`src/rtl/sobel_edge_if.sv`:
```
// sobel_edge_if: handshake and RAM-port bundle of the Sobel edge engine.
//
// Signals
//   start  host -> engine   one-cycle pulse, begin frame
//   busy   engine -> host   frame in progress
//   done   engine -> host   one-cycle pulse after the final edge-pixel write
//   raddr  engine -> RAM    read address into the filtered-image RAM
//   rdata  RAM -> engine    read data, valid one cycle after raddr
//   waddr  engine -> RAM    write address into the edge RAM
//   wdata  engine -> RAM    edge pixel
//   wen    engine -> RAM    write strobe, one cycle per pixel
//
// Modports
//   slave  : the engine side
//   master : the host / memory side that drives start and rdata
interface sobel_edge_if;
  logic        start;
  logic        busy;
  logic        done;
  logic [13:0] raddr;
  logic [7:0]  rdata;
  logic [13:0] waddr;
  logic [7:0]  wdata;
  logic        wen;

  modport slave (
    input  start,
    input  rdata,
    output busy,
    output done,
    output raddr,
    output waddr,
    output wdata,
    output wen
  );

  modport master (
    output start,
    output rdata,
    input  busy,
    input  done,
    input  raddr,
    input  waddr,
    input  wdata,
    input  wen
  );
endinterface

```
`src/rtl/sobel_edge_engine.sv`:
```
// sobel_edge_engine: reads an IMG_W x IMG_W 8-bit image in raster order and
// writes the 3x3 Sobel gradient magnitude |Gx|+|Gy| (saturated to 255) of every
// pixel to a second RAM. A sliding 3x3 window with zero padding outside the
// image means each new column costs three reads.
//
// Per-pixel sequence: SHIFT, LOAD x3, CAP, CALC (6 cycles). The first pixel of
// each row loads two columns (LOAD x3, CAP twice) for 10 cycles. The write
// strobe is registered at the end of CALC, so it overlaps the next SHIFT.
//
// Ports
//   clk    system clock, rising edge
//   reset  asynchronous, active-low reset
//   bus    sobel_edge_if.slave: start/busy/done, raddr/rdata, waddr/wdata/wen
//
// Parameters
//   IMG_W   image width and height, power of two, IMG_W*IMG_W <= 16384
//   THRESH  binarisation threshold (only with SOBEL_THRESH_EN)
//
// Build option
//   SOBEL_THRESH_EN  defined: wdata = 255 when magnitude >= THRESH, else 0.
//                    undefined: wdata = min(magnitude, 255).
module sobel_edge_engine #(
  parameter int IMG_W  = 128,
  parameter int THRESH = 128
) (
  input  logic         clk,
  input  logic         reset,
  sobel_edge_if.slave  bus
);

  localparam int             CW      = $clog2(IMG_W);
  localparam logic [CW-1:0]  LAST    = CW'(IMG_W - 1);
  localparam logic [CW:0]    COL_END = (CW + 1)'(IMG_W);

  if (IMG_W < 4 || (IMG_W & (IMG_W - 1)) != 0 || 2 * CW > 14 ||
      THRESH < 0 || THRESH > 4095) begin : g_param_check
    $error("sobel_edge_engine: unsupported IMG_W or THRESH");
  end

  typedef enum logic [2:0] {
    S_IDLE,
    S_SHIFT,
    S_LOAD,
    S_CAP,
    S_CALC,
    S_FIN
  } state_t;

  state_t        state;
  logic [CW-1:0] row;
  logic [CW-1:0] col;
  logic [CW:0]   ld_col;     // image column being loaded (may be IMG_W = pad)
  logic [1:0]    ld_slot;    // window column receiving the loaded pixels
  logic [1:0]    ld_k;       // window row of the read in flight
  logic          pass2;      // row start: second column load done/underway
  logic          rd_oob;     // address on raddr lies outside the image
  logic          cap_vld;
  logic          cap_oob;
  logic [3:0]    cap_idx;
  logic [7:0]    win [0:8];  // p0..p8, row-major, win[4] is the centre

  logic          busy_r;
  logic          done_r;
  logic          wen_r;
  logic [13:0]   raddr_r;
  logic [13:0]   waddr_r;
  logic [7:0]    wdata_r;

  logic signed [10:0] gx;
  logic signed [10:0] gy;
  logic [11:0]        mag;
  logic [7:0]         edge_val;

  // Address of window row k (rows r-1, r, r+1) in column c; wraps to 14 bits
  // for the padding positions, whose data is discarded anyway.
  function automatic logic [13:0] rd_addr(input logic [CW-1:0] r,
                                          input logic [CW:0]   c,
                                          input logic [1:0]    k);
    logic [13:0] rr;
    rr = 14'(r) + 14'(k) - 14'd1;
    return (rr << CW) + 14'(c);
  endfunction

  function automatic logic is_oob(input logic [CW-1:0] r,
                                  input logic [CW:0]   c,
                                  input logic [1:0]    k);
    return (r == '0 && k == 2'd0) || (r == LAST && k == 2'd2) ||
           (c == COL_END);
  endfunction

  function automatic logic [3:0] slot_idx(input logic [1:0] k,
                                          input logic [1:0] s);
    return {2'b00, k} + {1'b0, k, 1'b0} + {2'b00, s};
  endfunction

  function automatic logic signed [10:0] px(input logic [7:0] v);
    return signed'({3'b000, v});
  endfunction

  function automatic logic [10:0] abs11(input logic signed [10:0] v);
    return v[10] ? 11'(-v) : 11'(v);
  endfunction

  function automatic logic [7:0] sat_u8(input logic [11:0] m);
    return (m > 12'd255) ? 8'hFF : m[7:0];
  endfunction

`ifdef SOBEL_THRESH_EN
  function automatic logic [7:0] thresh_u8(input logic [11:0] m);
    return (m >= 12'(THRESH)) ? 8'hFF : 8'h00;
  endfunction
`endif

  // Gradient of the current window; consumed in CALC.
  always_comb begin
    gx  = (px(win[2]) + (px(win[5]) <<< 1) + px(win[8])) -
          (px(win[0]) + (px(win[3]) <<< 1) + px(win[6]));
    gy  = (px(win[6]) + (px(win[7]) <<< 1) + px(win[8])) -
          (px(win[0]) + (px(win[1]) <<< 1) + px(win[2]));
    mag = {1'b0, abs11(gx)} + {1'b0, abs11(gy)};
`ifdef SOBEL_THRESH_EN
    edge_val = thresh_u8(mag);
`else
    edge_val = sat_u8(mag);
`endif
  end

  always_ff @(posedge clk or negedge reset) begin
    if (!reset) begin
      state   <= S_IDLE;
      row     <= '0;
      col     <= '0;
      ld_col  <= '0;
      ld_slot <= '0;
      ld_k    <= '0;
      pass2   <= 1'b0;
      rd_oob  <= 1'b0;
      cap_vld <= 1'b0;
      cap_oob <= 1'b0;
      cap_idx <= '0;
      win[0]  <= '0;
      win[1]  <= '0;
      win[2]  <= '0;
      win[3]  <= '0;
      win[4]  <= '0;
      win[5]  <= '0;
      win[6]  <= '0;
      win[7]  <= '0;
      win[8]  <= '0;
      busy_r  <= 1'b0;
      done_r  <= 1'b0;
      wen_r   <= 1'b0;
      raddr_r <= '0;
      waddr_r <= '0;
      wdata_r <= '0;
    end else begin
      cap_vld <= 1'b0;
      wen_r   <= 1'b0;
      done_r  <= 1'b0;

      // Read data of the previous LOAD cycle lands in its window slot.
      if (cap_vld) begin
        win[cap_idx] <= cap_oob ? 8'h00 : bus.rdata;
      end

      case (state)
        S_IDLE: begin
          if (bus.start) begin
            busy_r <= 1'b1;
            row    <= '0;
            col    <= '0;
            state  <= S_SHIFT;
          end
        end

        S_SHIFT: begin
          if (col == '0) begin
            // Row start: left column is padding, load column 0 into the centre.
            win[0]  <= '0;
            win[1]  <= '0;
            win[2]  <= '0;
            win[3]  <= '0;
            win[4]  <= '0;
            win[5]  <= '0;
            win[6]  <= '0;
            win[7]  <= '0;
            win[8]  <= '0;
            ld_col  <= '0;
            ld_slot <= 2'd1;
            raddr_r <= rd_addr(row, '0, 2'd0);
            rd_oob  <= is_oob(row, '0, 2'd0);
          end else begin
            win[0]  <= win[1];
            win[1]  <= win[2];
            win[2]  <= '0;
            win[3]  <= win[4];
            win[4]  <= win[5];
            win[5]  <= '0;
            win[6]  <= win[7];
            win[7]  <= win[8];
            win[8]  <= '0;
            ld_col  <= {1'b0, col} + {{CW{1'b0}}, 1'b1};
            ld_slot <= 2'd2;
            raddr_r <= rd_addr(row, {1'b0, col} + {{CW{1'b0}}, 1'b1}, 2'd0);
            rd_oob  <= is_oob(row, {1'b0, col} + {{CW{1'b0}}, 1'b1}, 2'd0);
          end
          ld_k  <= 2'd0;
          pass2 <= 1'b0;
          state <= S_LOAD;
        end

        S_LOAD: begin
          cap_vld <= 1'b1;
          cap_oob <= rd_oob;
          cap_idx <= slot_idx(ld_k, ld_slot);
          if (ld_k == 2'd2) begin
            state <= S_CAP;
          end else begin
            ld_k    <= ld_k + 2'd1;
            raddr_r <= rd_addr(row, ld_col, ld_k + 2'd1);
            rd_oob  <= is_oob(row, ld_col, ld_k + 2'd1);
          end
        end

        S_CAP: begin
          if (col == '0 && !pass2) begin
            // Second load of a row start: column 1 into the right slot.
            pass2   <= 1'b1;
            ld_col  <= {{CW{1'b0}}, 1'b1};
            ld_slot <= 2'd2;
            ld_k    <= 2'd0;
            raddr_r <= rd_addr(row, {{CW{1'b0}}, 1'b1}, 2'd0);
            rd_oob  <= is_oob(row, {{CW{1'b0}}, 1'b1}, 2'd0);
            state   <= S_LOAD;
          end else begin
            state <= S_CALC;
          end
        end

        S_CALC: begin
          wen_r   <= 1'b1;
          wdata_r <= edge_val;
          waddr_r <= 14'({row, col});
          if (col == LAST) begin
            col <= '0;
            row <= row + CW'(1);
          end else begin
            col <= col + CW'(1);
          end
          state <= (row == LAST && col == LAST) ? S_FIN : S_SHIFT;
        end

        S_FIN: begin
          done_r <= 1'b1;
          busy_r <= 1'b0;
          row    <= '0;
          col    <= '0;
          state  <= S_IDLE;
        end

        default: state <= S_IDLE;
      endcase
    end
  end

  assign bus.busy  = busy_r;
  assign bus.done  = done_r;
  assign bus.wen   = wen_r;
  assign bus.raddr = raddr_r;
  assign bus.waddr = waddr_r;
  assign bus.wdata = wdata_r;

endmodule

```
`src/flat_wrapper.sv`:
```
// flat-port wrapper written by rule: the top's interface ports become plain ports
module sobel_edge_engine_flat 
#(
  parameter int IMG_W  = 128,
  parameter int THRESH = 128
)
  (clk, reset, bus_start, bus_rdata, bus_busy, bus_done, bus_raddr, bus_waddr, bus_wdata, bus_wen);
  sobel_edge_if bus_i ();
  input  logic clk;
  input  logic reset;
  input wire logic [$bits(bus_i.start)-1:0] bus_start;
  input wire logic [$bits(bus_i.rdata)-1:0] bus_rdata;
  output wire logic [$bits(bus_i.busy)-1:0] bus_busy;
  output wire logic [$bits(bus_i.done)-1:0] bus_done;
  output wire logic [$bits(bus_i.raddr)-1:0] bus_raddr;
  output wire logic [$bits(bus_i.waddr)-1:0] bus_waddr;
  output wire logic [$bits(bus_i.wdata)-1:0] bus_wdata;
  output wire logic [$bits(bus_i.wen)-1:0] bus_wen;
  assign bus_i.start = bus_start;
  assign bus_i.rdata = bus_rdata;
  assign bus_busy = bus_i.busy;
  assign bus_done = bus_i.done;
  assign bus_raddr = bus_i.raddr;
  assign bus_waddr = bus_i.waddr;
  assign bus_wdata = bus_i.wdata;
  assign bus_wen = bus_i.wen;
  sobel_edge_engine #(.IMG_W(IMG_W), .THRESH(THRESH)) u_core (.clk(clk), .reset(reset), .bus(bus_i));
endmodule
```
`config.mk`:
```
export PLATFORM = sky130hd
export DESIGN_NAME = sobel_edge_engine_flat
export DESIGN_NICKNAME = d
export VERILOG_FILES = /design/src/rtl/sobel_edge_if.sv /design/src/rtl/sobel_edge_engine.sv /design/src/flat_wrapper.sv
export SDC_FILE = /design/constraint.sdc
export NUM_CORES = 1
export LEC_CHECK = 0
export CAP_MARGIN = 20
export CORE_UTILIZATION = 45
export CTS_BUF_LIST = sky130_fd_sc_hd__clkbuf_4 sky130_fd_sc_hd__clkbuf_8
export DETAILED_ROUTE_END_ITERATION = 6
export SLEW_MARGIN = 20
export SYNTH_ARGS = -nofsm -noshare
export SYNTH_HDL_FRONTEND = slang
export SYNTH_SLANG_ARGS = --single-unit
```
`constraint.sdc`:
```
create_clock -name clk -period 6.3 [get_ports clk]
set_input_delay 0.945 -clock clk [delete_from_list [all_inputs] [get_ports clk]]
set_output_delay 0.945 -clock clk [all_outputs]
set_load 0.01 [all_outputs]
```
==> results.py, run 1 <==
metrics = {
    "outcome": {
        "status": "finished clean",
    },
    "routing": {
        "drc": 0,
        "dr.pass1.iters": 5,
        "ant_nets": 0,
        "wirelength_mm": 27.7,
        "viasPerCell": 5.44,
        "wl_per_cell_um": 16.9,
        "dr.first_iter.drc_count": 517,
        "num_vias": 8938,
    },
    "die": {
        "die_h_um": 158,
        "io_pins": 50,
        "dieArea_sq_mm": 0.0249,
        "rows": 56,
        "start_util": 0.463,
        "core_sq_mm": 0.0236,
        "die_w_um": 158,
    },
    "setup_path": {
        "crit_required_ns": 6.66,
        "path_class": "register to register",
        "arrival_ns": 6.39,
        "cp_common_cell": "inv_1",
        "path_max_fanout": 8,
        "worst_setup_path_start_kind": "register",
        "cpPeakStageDelay_ns": 0.53,
        "worst-path-buf-inv": 6,
        "critical-path-top-delay-family": "adder cells",
        "end_kind": "register",
        "slowest_stage": "fa_2",
    },
    "sta": {
        "maxSlewHeadroom": 0.315,
        "hold_viol": 0,
        "clock.fmax_ghz": 0.166,
        "fin_ws_ns": 0.264,
        "tightest_slew_ns": 1.02,
        "setup_viol": 0,
        "fin_skew_ns": 0.0153,
        "finalCriticalPeriod_ns": 6.04,
        "period_share": 0.958,
        "maxSlewViolCount": 0,
        "finalSetupTns_ns": 0,
        "holdWs_ns": 0.481,
    },
    "placed_design": {
        "dp.final_hpwl_mm": 21.3,
        "io_buffers": 49,
        "dpl_worst_slack_ns": -0.0772,
        "placed_cells": 1602,
        "place.gp.congestion": 0.853,
    },
    "logic_synthesis": {
        "yosysWarnings": 0,
        "async_flop_share": 1.00,
        "synth_nets": 1377,
        "ys_seq_area_frac": 0.339,
        "synthFlopType": "dfrtp_1",
        "ys_ff_latch": 148,
        "synthCells": 1228,
        "syn-cell-area_sq_mm": 0.0109,
        "synth_edf_count": 0,
        "synth.distinct_cells": 78,
        "synth.avg_cell_area_sq_um": 8.90,
    },
    "clock_network": {
        "cts_buffer_depth": 2,
        "path_clk_slew_ns": 0.09,
        "cts_tree": "built",
        "numCtsBuffers": 17,
        "cts_sinks": 148,
        "root_buffer": "clkbuf_8",
        "clk-insertion-delay-late_ns": 0.46,
        "cts_max_level": 4,
    },
    "global_routing": {
        "grt_use_total": 0.232,
        "overflow": 0,
        "grt_max_degree": 98,
        "grt_pass1_wl_mm": 44.8,
        "antenna_found_initial": 0,
        "grt_pass1_vias": 8693,
    },
    "finish": {
        "fill_cells": 2231,
        "num_antenna_cells": 0,
        "final_nets": 1460,
        "drive_gt1_frac": 0.116,
        "area_growth_pct": 16.2,
        "instances_no_fill": 1642,
    },
    "hold_path": {
        "hp-class": "register to register",
    },
    "job": {
        "max_cap_violations": 0,
    },
}
==> state kept, by name, indices dropped and copies added (netlist names) <==
register          flops
u_core.bus.wdata      8
u_core.bus.done       1
u_core.ld_col         8
u_core.bus.waddr     14
u_core.cap_vld        1
u_core.bus.wen        1
u_core.pass2          1
u_core.col            7
u_core.cap_oob        1
u_core.ld_k           2
u_core.row            7
u_core.bus.raddr     14
u_core.rd_oob         1
u_core.win           72
u_core.cap_idx        4
u_core.state          3
u_core.bus.busy       1
u_core.ld_slot        2
==> area by class of cell <==
cell class	instances	area, sq um	area share
clock inverter	14	174	0.0137
tap	319	399	0.0314
sequential	148	3710	0.292
inverter	103	387	0.0304
timing repair buffer	111	967	0.0762
clock buffer	17	234	0.0184
multi-input combinational	930	6830	0.538
==> per-layer routing <==
| metal | vias up | wire length (um) | GRT usage |
|---|---|---|---|
| met5 | - | 0 | 0 |
| met4 | 0 | 388 | 0.0638 |
| met3 | 28 | 1060 | 0.0315 |
| met2 | 182 | 12600 | 0.355 |
| met1 | 4348 | 13700 | 0.341 |
| li1 | 4380 | - | - |
==> through the flow <==
step | area (sq um) | utilization
after floorplan | 10900 | -
after global placement | 12000 | 0.510
after detailed placement | 12000 | 0.510
after CTS | 12500 | 0.529
after global routing | 12700 | 0.538
final | 12700 | 0.538
==> cell usage after synthesis, types with 9 or more instances <==
library cell,instances,share of area
nand2_1,163,0.056
dfrtp_1,148,0.34
a21oi_1,116,0.053
o21ai_0,113,0.052
inv_1,101,0.035
ha_1,98,0.11
nor2_1,78,0.027
xnor2_1,59,0.047
clkbuf_1,40,0.014
fa_1,40,0.073
xor2_1,31,0.025
a21o_1,20,0.014
nand3_1,17,0.0078
nor2b_1,13,0.0074
a31oi_1,12,0.0069
nor3_1,12,0.0055
o21ai_1,10,0.0046
nand2b_1,9,0.0052
o21a_1,9,0.0062
o21bai_1,9,0.0062
==> layout by cell type (no fill, tap or decap), types with 9 or more instances in the layout <==
cell	count
nand2b_1	9
o21a_1	9
o21ai_0	109
a21oi_1	103
a21oi_2	14
o21ai_1	12
dfrtp_1	146
nand3_1	16
nand2_1	163
a31oi_1	11
a21o_1	20
xor2_1	29
fa_1	35
clkbuf_8	17
xnor2_1	58
ha_1	92
nor3_1	12
o21bai_1	9
nor2b_1	13
buf_4	60
clkdlybuf4s50_1	48
inv_1	101
nor2_1	75
==> final timing paths <==
check / from / to / slack [ns] / cells past startpoint
max in group asynchronous: reset / u_core.win[66]$_DFFE_PN0P_ / 4.35 / 2
min: u_core.cap_oob$_DFFE_PN0P_ / u_core.cap_oob$_DFFE_PN0P_ / 0.48 / 2
min reg2reg: u_core.cap_oob$_DFFE_PN0P_ / u_core.cap_oob$_DFFE_PN0P_ / 0.48 / 2
max reg2reg: u_core.win[24]$_DFFE_PN0P_ / u_core.bus.wdata[7]$_DFFE_PN0P_ / 0.26 / 26
max: u_core.win[24]$_DFFE_PN0P_ / u_core.bus.wdata[7]$_DFFE_PN0P_ / 0.26 / 26
min in group asynchronous: reset / u_core.bus.raddr[12]$_DFFE_PN0P_ / 0.54 / 1
==> worst reg2reg max path: cells and delay by family (launching register included) <==
kind | cells | cell delay (ns)
flops | 1 | 0.38
simple gates | 2 | 0.36
fa+ha+maj | 6 | 2.31
buf+inv | 6 | 0.51
compound gates | 10 | 2.02
xor+xnor | 2 | 0.39
==> what timing repair did <==
action,in CTS,in global routing
resized for setup,9,38
buffers inserted,1,6
hold buffers,0,0
pin swaps,3,45
gates cloned,0,1
setup endpoints to repair,8,8
==> cells by family (layout without fill, tap and decap cells) <==
group / after synthesis / in the layout / share of synthesized area
adders and majority gates: 138 / 138 / 0.185
DFF: 148 / 148 / 0.339
and+or+nand+nor: 336 / 336 / 0.138
muxes: 10 / 10 / 0.00973
buffers and inverters: 150 / 245 / 0.0524
xor gates and xnor gates: 91 / 91 / 0.0742
AOI/OAI and AO/OA: 355 / 355 / 0.202
Power of run 1 is left out: the tool's default activity adds up to more than one toggle a clock period on the data nets, which glitch-free logic cannot reach.
==> run 2, diff against run 1 <==
Settings changed: CORE_ASPECT_RATIO set to 1.2.
==> run 2 against run 1 <==
- cell count fell by 0.73%
- count of clock-buffer cells in the layout increased by 1
- core utilization down 0.76 points
- critical endpoint unchanged
- largest cell class unchanged
==> results.py, run 2 (synthesis gave the netlist of run 1 again) <==
metrics = {
    "outcome": {
        "status": "finished clean",
    },
    "sta": {
        "setup_viol": 0,
        "tightest_slew_ns": 0.992,
        "fin_skew_ns": 0.0222,
        "clock.fmax_ghz": 0.165,
        "maxSlewViolCount": 0,
        "maxSlewHeadroom": 0.336,
        "hold_viol": 0,
        "fin_ws_ns": 0.249,
        "finalCriticalPeriod_ns": 6.05,
        "period_share": 0.960,
    },
    "global_routing": {
        "antenna_found_initial": 0,
        "grt_use_total": 0.235,
        "grt_pass1_wl_mm": 45.0,
        "overflow": 0,
        "grt_max_degree": 94,
        "grt_pass1_vias": 8752,
    },
    "setup_path": {
        "worst_setup_path_start_kind": "register",
        "r2r_setup_slack_ns": 0.25,
        "path_max_fanout": 8,
        "end_kind": "register",
        "reg2reg_depth": 23,
        "cpPeakStageDelay_ns": 0.53,
        "path_class": "register to register",
        "crit_required_ns": 6.66,
        "crit_chain": "ha_2 -> fa_2 -> a21o_1 -> a21oi_2 -> buf_4 -> xnor2_1 -> fa_1 -> fa_1 -> ha_4 -> buf_4 -> xor2_1 -> or3_1 -> a21oi_2 -> or3b_4 -> o31ai_4 -> xnor2_1 -> ha_1 -> nand3_2 -> nor2b_1 -> a21bo_2 -> mux2i_2 -> o2111ai_4 -> o22a_1",
        "r2r_end": "u_core.bus.wdata[7]$_DFFE_PN0P_",
        "slowest_stage": "fa_1",
        "rr_startpoint": "u_core.win[65]$_DFFE_PN0P_",
        "arrival_ns": 6.41,
    },
    "job": {
        "max_cap_violations": 0,
    },
    "placed_design": {
        "dpl_worst_slack_ns": -0.0502,
        "io_buffers": 49,
        "placed_cells": 1589,
        "place.gp.congestion": 0.888,
        "dp.final_hpwl_mm": 21.5,
    },
    "finish": {
        "num_antenna_cells": 0,
        "final_nets": 1446,
        "fill_cells": 2326,
        "layout_common_cells": "nand2_1, dfrtp_1, o21ai_0, inv_1, a21oi_1",
        "drive_gt1_frac": 0.111,
        "largest-register": "u_core.win",
        "ff_latch_area_sq_mm": 0.00371,
        "mostFrequentLayoutCell": "nand2_1",
        "multi_input_comb_area_sq_mm": 0.00690,
        "area_growth_pct": 15.9,
        "instances_no_fill": 1630,
        "largest_reg_flops": 72,
        "finish.utilization": 0.530,
    },
    "clock_network": {
        "postCtsHoldBufs": 0,
        "cts_tree": "built",
        "cts_max_level": 4,
        "numCtsBuffers": 17,
        "cts_buffer_depth": 2,
        "clk-insertion-delay-late_ns": 0.48,
        "root_buffer": "clkbuf_8",
        "cts_sinks": 148,
        "path_clk_slew_ns": 0.10,
    },
    "routing": {
        "dr.first_iter.drc_count": 473,
        "route.met2.wl_mm": 14.5,
        "ant_nets": 0,
        "wl_met1_mm": 12.0,
        "wl_per_cell_um": 17.1,
        "num_vias": 8805,
        "viasPerCell": 5.40,
        "wirelength_mm": 27.9,
        "top_layer_used": "met4",
        "dr.pass1.iters": 6,
        "dr_wl_met3_um": 783,
        "drc": 0,
    },
    "die": {
        "core_sq_mm": 0.0239,
        "io_pins": 50,
        "dieArea_sq_mm": 0.0249,
        "die_w_um": 144,
        "rows": 62,
        "die_h_um": 173,
        "start_util": 0.457,
    },
    "hold_path": {
        "holdPathStages": 2,
        "worstHoldEndpoint": "u_core.cap_oob$_DFFE_PN0P_",
        "hp-class": "register to register",
        "hp-start": "u_core.rd_oob$_DFFE_PN0P_",
    },
}
[run 2: changes by cell type in the layout (fill, tap and decap cells not counted), sizes merged]
cell / previous run / this run
clkinvlp: 1 / 3
clkinv: 6 / 7
clkbuf: 17 / 18
bufinv: 3 / 2
buf: 63 / 49
inv: 107 / 105
[run 2: routing by layer]
metal,vias to the layer above,track usage
li1,4334,-
met4,0,0.0776
met5,-,0
met3,34,0.0330
met2,145,0.410
met1,4292,0.295
[run 2: cell type report]
type	instances	area share
multi-input cells	930	0.545
flip-flops and latches	148	0.292
repair buffers	97	0.0691
well taps	320	0.0316
inverters	103	0.0305
clock buffers	18	0.0196
clock inverters	14	0.0120
[run 2: through the flow]
stage | cell area (sq um) | hold WS (ns) | TNS (ns)
3_3_place_gp | 11900 | 0.449 | 0
3_5_place_dp | 11900 | 0.465 | -0.346
6_report | 12700 | 0.473 | 0
2_1_floorplan | 10900 | 0.439 | 0
4_1_cts | 12400 | 0.486 | 0
5_1_grt | 12700 | 0.504 | -0.150
[run 2: worst max path at each step]
stage | from | endpoint | slack (ns) | depth (start not counted)
CTS | u_core.win[65]$_DFFE_PN0P_ | u_core.bus.wdata[0]$_DFFE_PN0P_ | 0.02 | 22
detailed placement | u_core.win[65]$_DFFE_PN0P_ | u_core.bus.wdata[6]$_DFFE_PN0P_ | -0.05 | 24
floorplan | u_core.win[65]$_DFFE_PN0P_ | u_core.bus.wdata[0]$_DFFE_PN0P_ | 0.21 | 22
finish | u_core.win[65]$_DFFE_PN0P_ | u_core.bus.wdata[7]$_DFFE_PN0P_ | 0.25 | 23
global route | u_core.win[9]$_DFFE_PN0P_ | u_core.bus.wdata[0]$_DFFE_PN0P_ | -0.02 | 24
global placement | u_core.win[40]$_DFFE_PN0P_ | u_core.bus.wdata[3]$_DFFE_PN0P_ | 0.07 | 24
[run 2: repair_timing]
item,in CTS,in global routing
pin swaps,1,30
gates resized for setup,4,46
setup buffers,0,8
endpoints found under the hold margin,0,0
gates cloned,0,0
setup endpoints to repair,8,8
[run 2: critical path, delay by kind of cell, from the launching register on]
family	cells	cell delay [ns]
muxes	1	0.26
and+or+nand+nor	4	1.02
xor gates and xnor gates	3	0.41
DFF	1	0.42
buffers and inverters	2	0.28
adders and majority gates	6	2.12
AOI/OAI and AO/OA	7	1.40
Power of run 2 is left out for the same reason.
==> run 3, diff against run 2 <==
Settings changed: CORE_ASPECT_RATIO 1.2 to 0.8.
==> run 3 against run 2 <==
- cell count grew 1.0%
- worst setup slack lost 0.046 ns
- critical path depth grew 4
==> results.py, run 3 (synthesis gave the netlist of run 1 again) <==
metrics = {
    "clock_network": {
        "numCtsBuffers": 17,
        "postCtsHoldBufs": 0,
        "cts_tree": "built",
        "cts_buffer_depth": 2,
        "root_buffer": "clkbuf_8",
        "cts_sinks": 148,
        "clk-insertion-delay-late_ns": 0.46,
        "cts_max_level": 4,
        "path_clk_slew_ns": 0.09,
    },
    "placed_design": {
        "place.gp.congestion": 0.895,
        "dp.final_hpwl_mm": 21.8,
        "io_buffers": 49,
    },
    "global_routing": {
        "grt_use_met3": 0.0496,
        "grt.busiest_layer": "met1",
        "grt_max_degree": 75,
        "overflow": 0,
        "grt_use_total": 0.239,
        "grt_pass1_wl_mm": 46.3,
        "antenna_found_initial": 0,
        "use_met2": 0.325,
        "gr-usage-met1": 0.379,
        "grt_pass1_vias": 8704,
    },
    "setup_path": {
        "path_class": "register to register",
        "cpPeakStageDelay_ns": 0.50,
        "crit_required_ns": 6.70,
        "slowest_stage": "fa_1",
        "arrival_ns": 6.50,
        "worst-path-buf-inv": 5,
        "r2r_setup_slack_ns": 0.20,
        "path_max_fanout": 8,
        "critical-path-top-delay-family": "compound AO/OA/AOI/OAI gates",
        "worst_setup_path_start_kind": "register",
        "crit_start": "u_core.win[66]$_DFFE_PN0P_",
        "end_kind": "register",
        "rr_startpoint": "u_core.win[66]$_DFFE_PN0P_",
        "cp_common_cell": "a21o_1",
    },
    "routing": {
        "viasPerCell": 5.53,
        "drc": 0,
        "num_vias": 9107,
        "wl_per_cell_um": 17.4,
        "dr.pass1.iters": 5,
        "dr.first_iter.drc_count": 520,
        "ant_nets": 0,
        "wirelength_mm": 28.6,
    },
    "die": {
        "die_h_um": 141,
        "rows": 50,
        "die_w_um": 176,
        "core_sq_mm": 0.0236,
        "io_pins": 50,
        "dieArea_sq_mm": 0.0249,
        "start_util": 0.463,
    },
    "finish": {
        "mostFrequentLayoutCell": "nand2_1",
        "drive_gt1_frac": 0.139,
        "num_antenna_cells": 0,
        "final_nets": 1471,
        "largest-register": "u_core.win",
        "fill_cells": 2101,
        "largest_reg_flops": 72,
        "area_growth_pct": 18.3,
        "finish.utilization": 0.548,
        "layout_common_cells": "nand2_1, dfrtp_1, o21ai_0, a21oi_1, inv_1",
    },
    "sta": {
        "maxSlewHeadroom": 0.246,
        "maxSlewViolCount": 0,
        "tightest_slew_ns": 1.13,
        "clock.fmax_ghz": 0.164,
        "setup_viol": 0,
        "rsz0062_at_grt": "true",
        "hold_viol": 0,
        "finalCriticalPeriod_ns": 6.10,
        "period_share": 0.968,
        "fin_skew_ns": 0.0155,
    },
    "hold_path": {
        "hp-class": "primary input to async pin",
    },
    "outcome": {
        "status": "finished clean",
    },
    "job": {
        "max_cap_violations": 0,
    },
}
run 3: cell types whose count changed in the layout (fill, tap and decap cells not counted), sizes merged:
| cell | delta |
|---|---|
| buf | +25 |
| bufinv | -2 |
| clkbuf | +4 |
| clkinv | -2 |
| clkinvlp | -1 |
| inv | +1 |
run 3: layer usage:
metal | up-vias | routed length (um) | share of wire
met4 | 0 | 351 | 0.012
li1 | 4387 | - | -
met3 | 29 | 1640 | 0.057
met1 | 4466 | 15000 | 0.52
met2 | 225 | 11600 | 0.41
met5 | - | 0 | 0
run 3: what timing repair did:
action,CTS,global route
setup endpoints to repair,8,8
gates resized for setup,4,71
buffers inserted,2,19
pin swaps,5,67
run 3: path summary, 6_finish.rpt:
check / endpoint / cells after the start
worst max-delay path: u_core.bus.wdata[4]$_DFFE_PN0P_ / 27
worst min-delay path: u_core.win[46]$_DFFE_PN0P_ / 1
worst max register to register: u_core.bus.wdata[4]$_DFFE_PN0P_ / 27
worst min register to register: u_core.bus.waddr[3]$_DFFE_PN0P_ / 2
max in group asynchronous: u_core.win[50]$_DFFE_PN0P_ / 2
min in group clk: u_core.bus.waddr[3]$_DFFE_PN0P_ / 2
run 3: final cells by class:
cell class	count	area [sq um]	share of cell area
multi-input combinational	930	6990	0.541
tap	312	390	0.0302
clock inverter	10	87.6	0.00678
sequential	148	3710	0.287
timing repair buffer	122	1070	0.0829
clock buffer	22	297	0.0229
inverter	103	387	0.0299
run 3: through the flow:
stage               TNS, ns  worst slack (ns)  area, sq um  cells  hold slack (ns)
CTS                       0          0.000201        12400   1627            0.269
floorplan                 0             0.208        10900   1228            0.439
global placement          0            0.0575        12000   1593            0.461
finish                    0             0.203        12900   1647            0.284
detailed placement   -0.681           -0.0882        12000   1593            0.467
global route         -0.367           -0.0573        12900   1647            0.260
Power of run 3 is left out for the same reason.
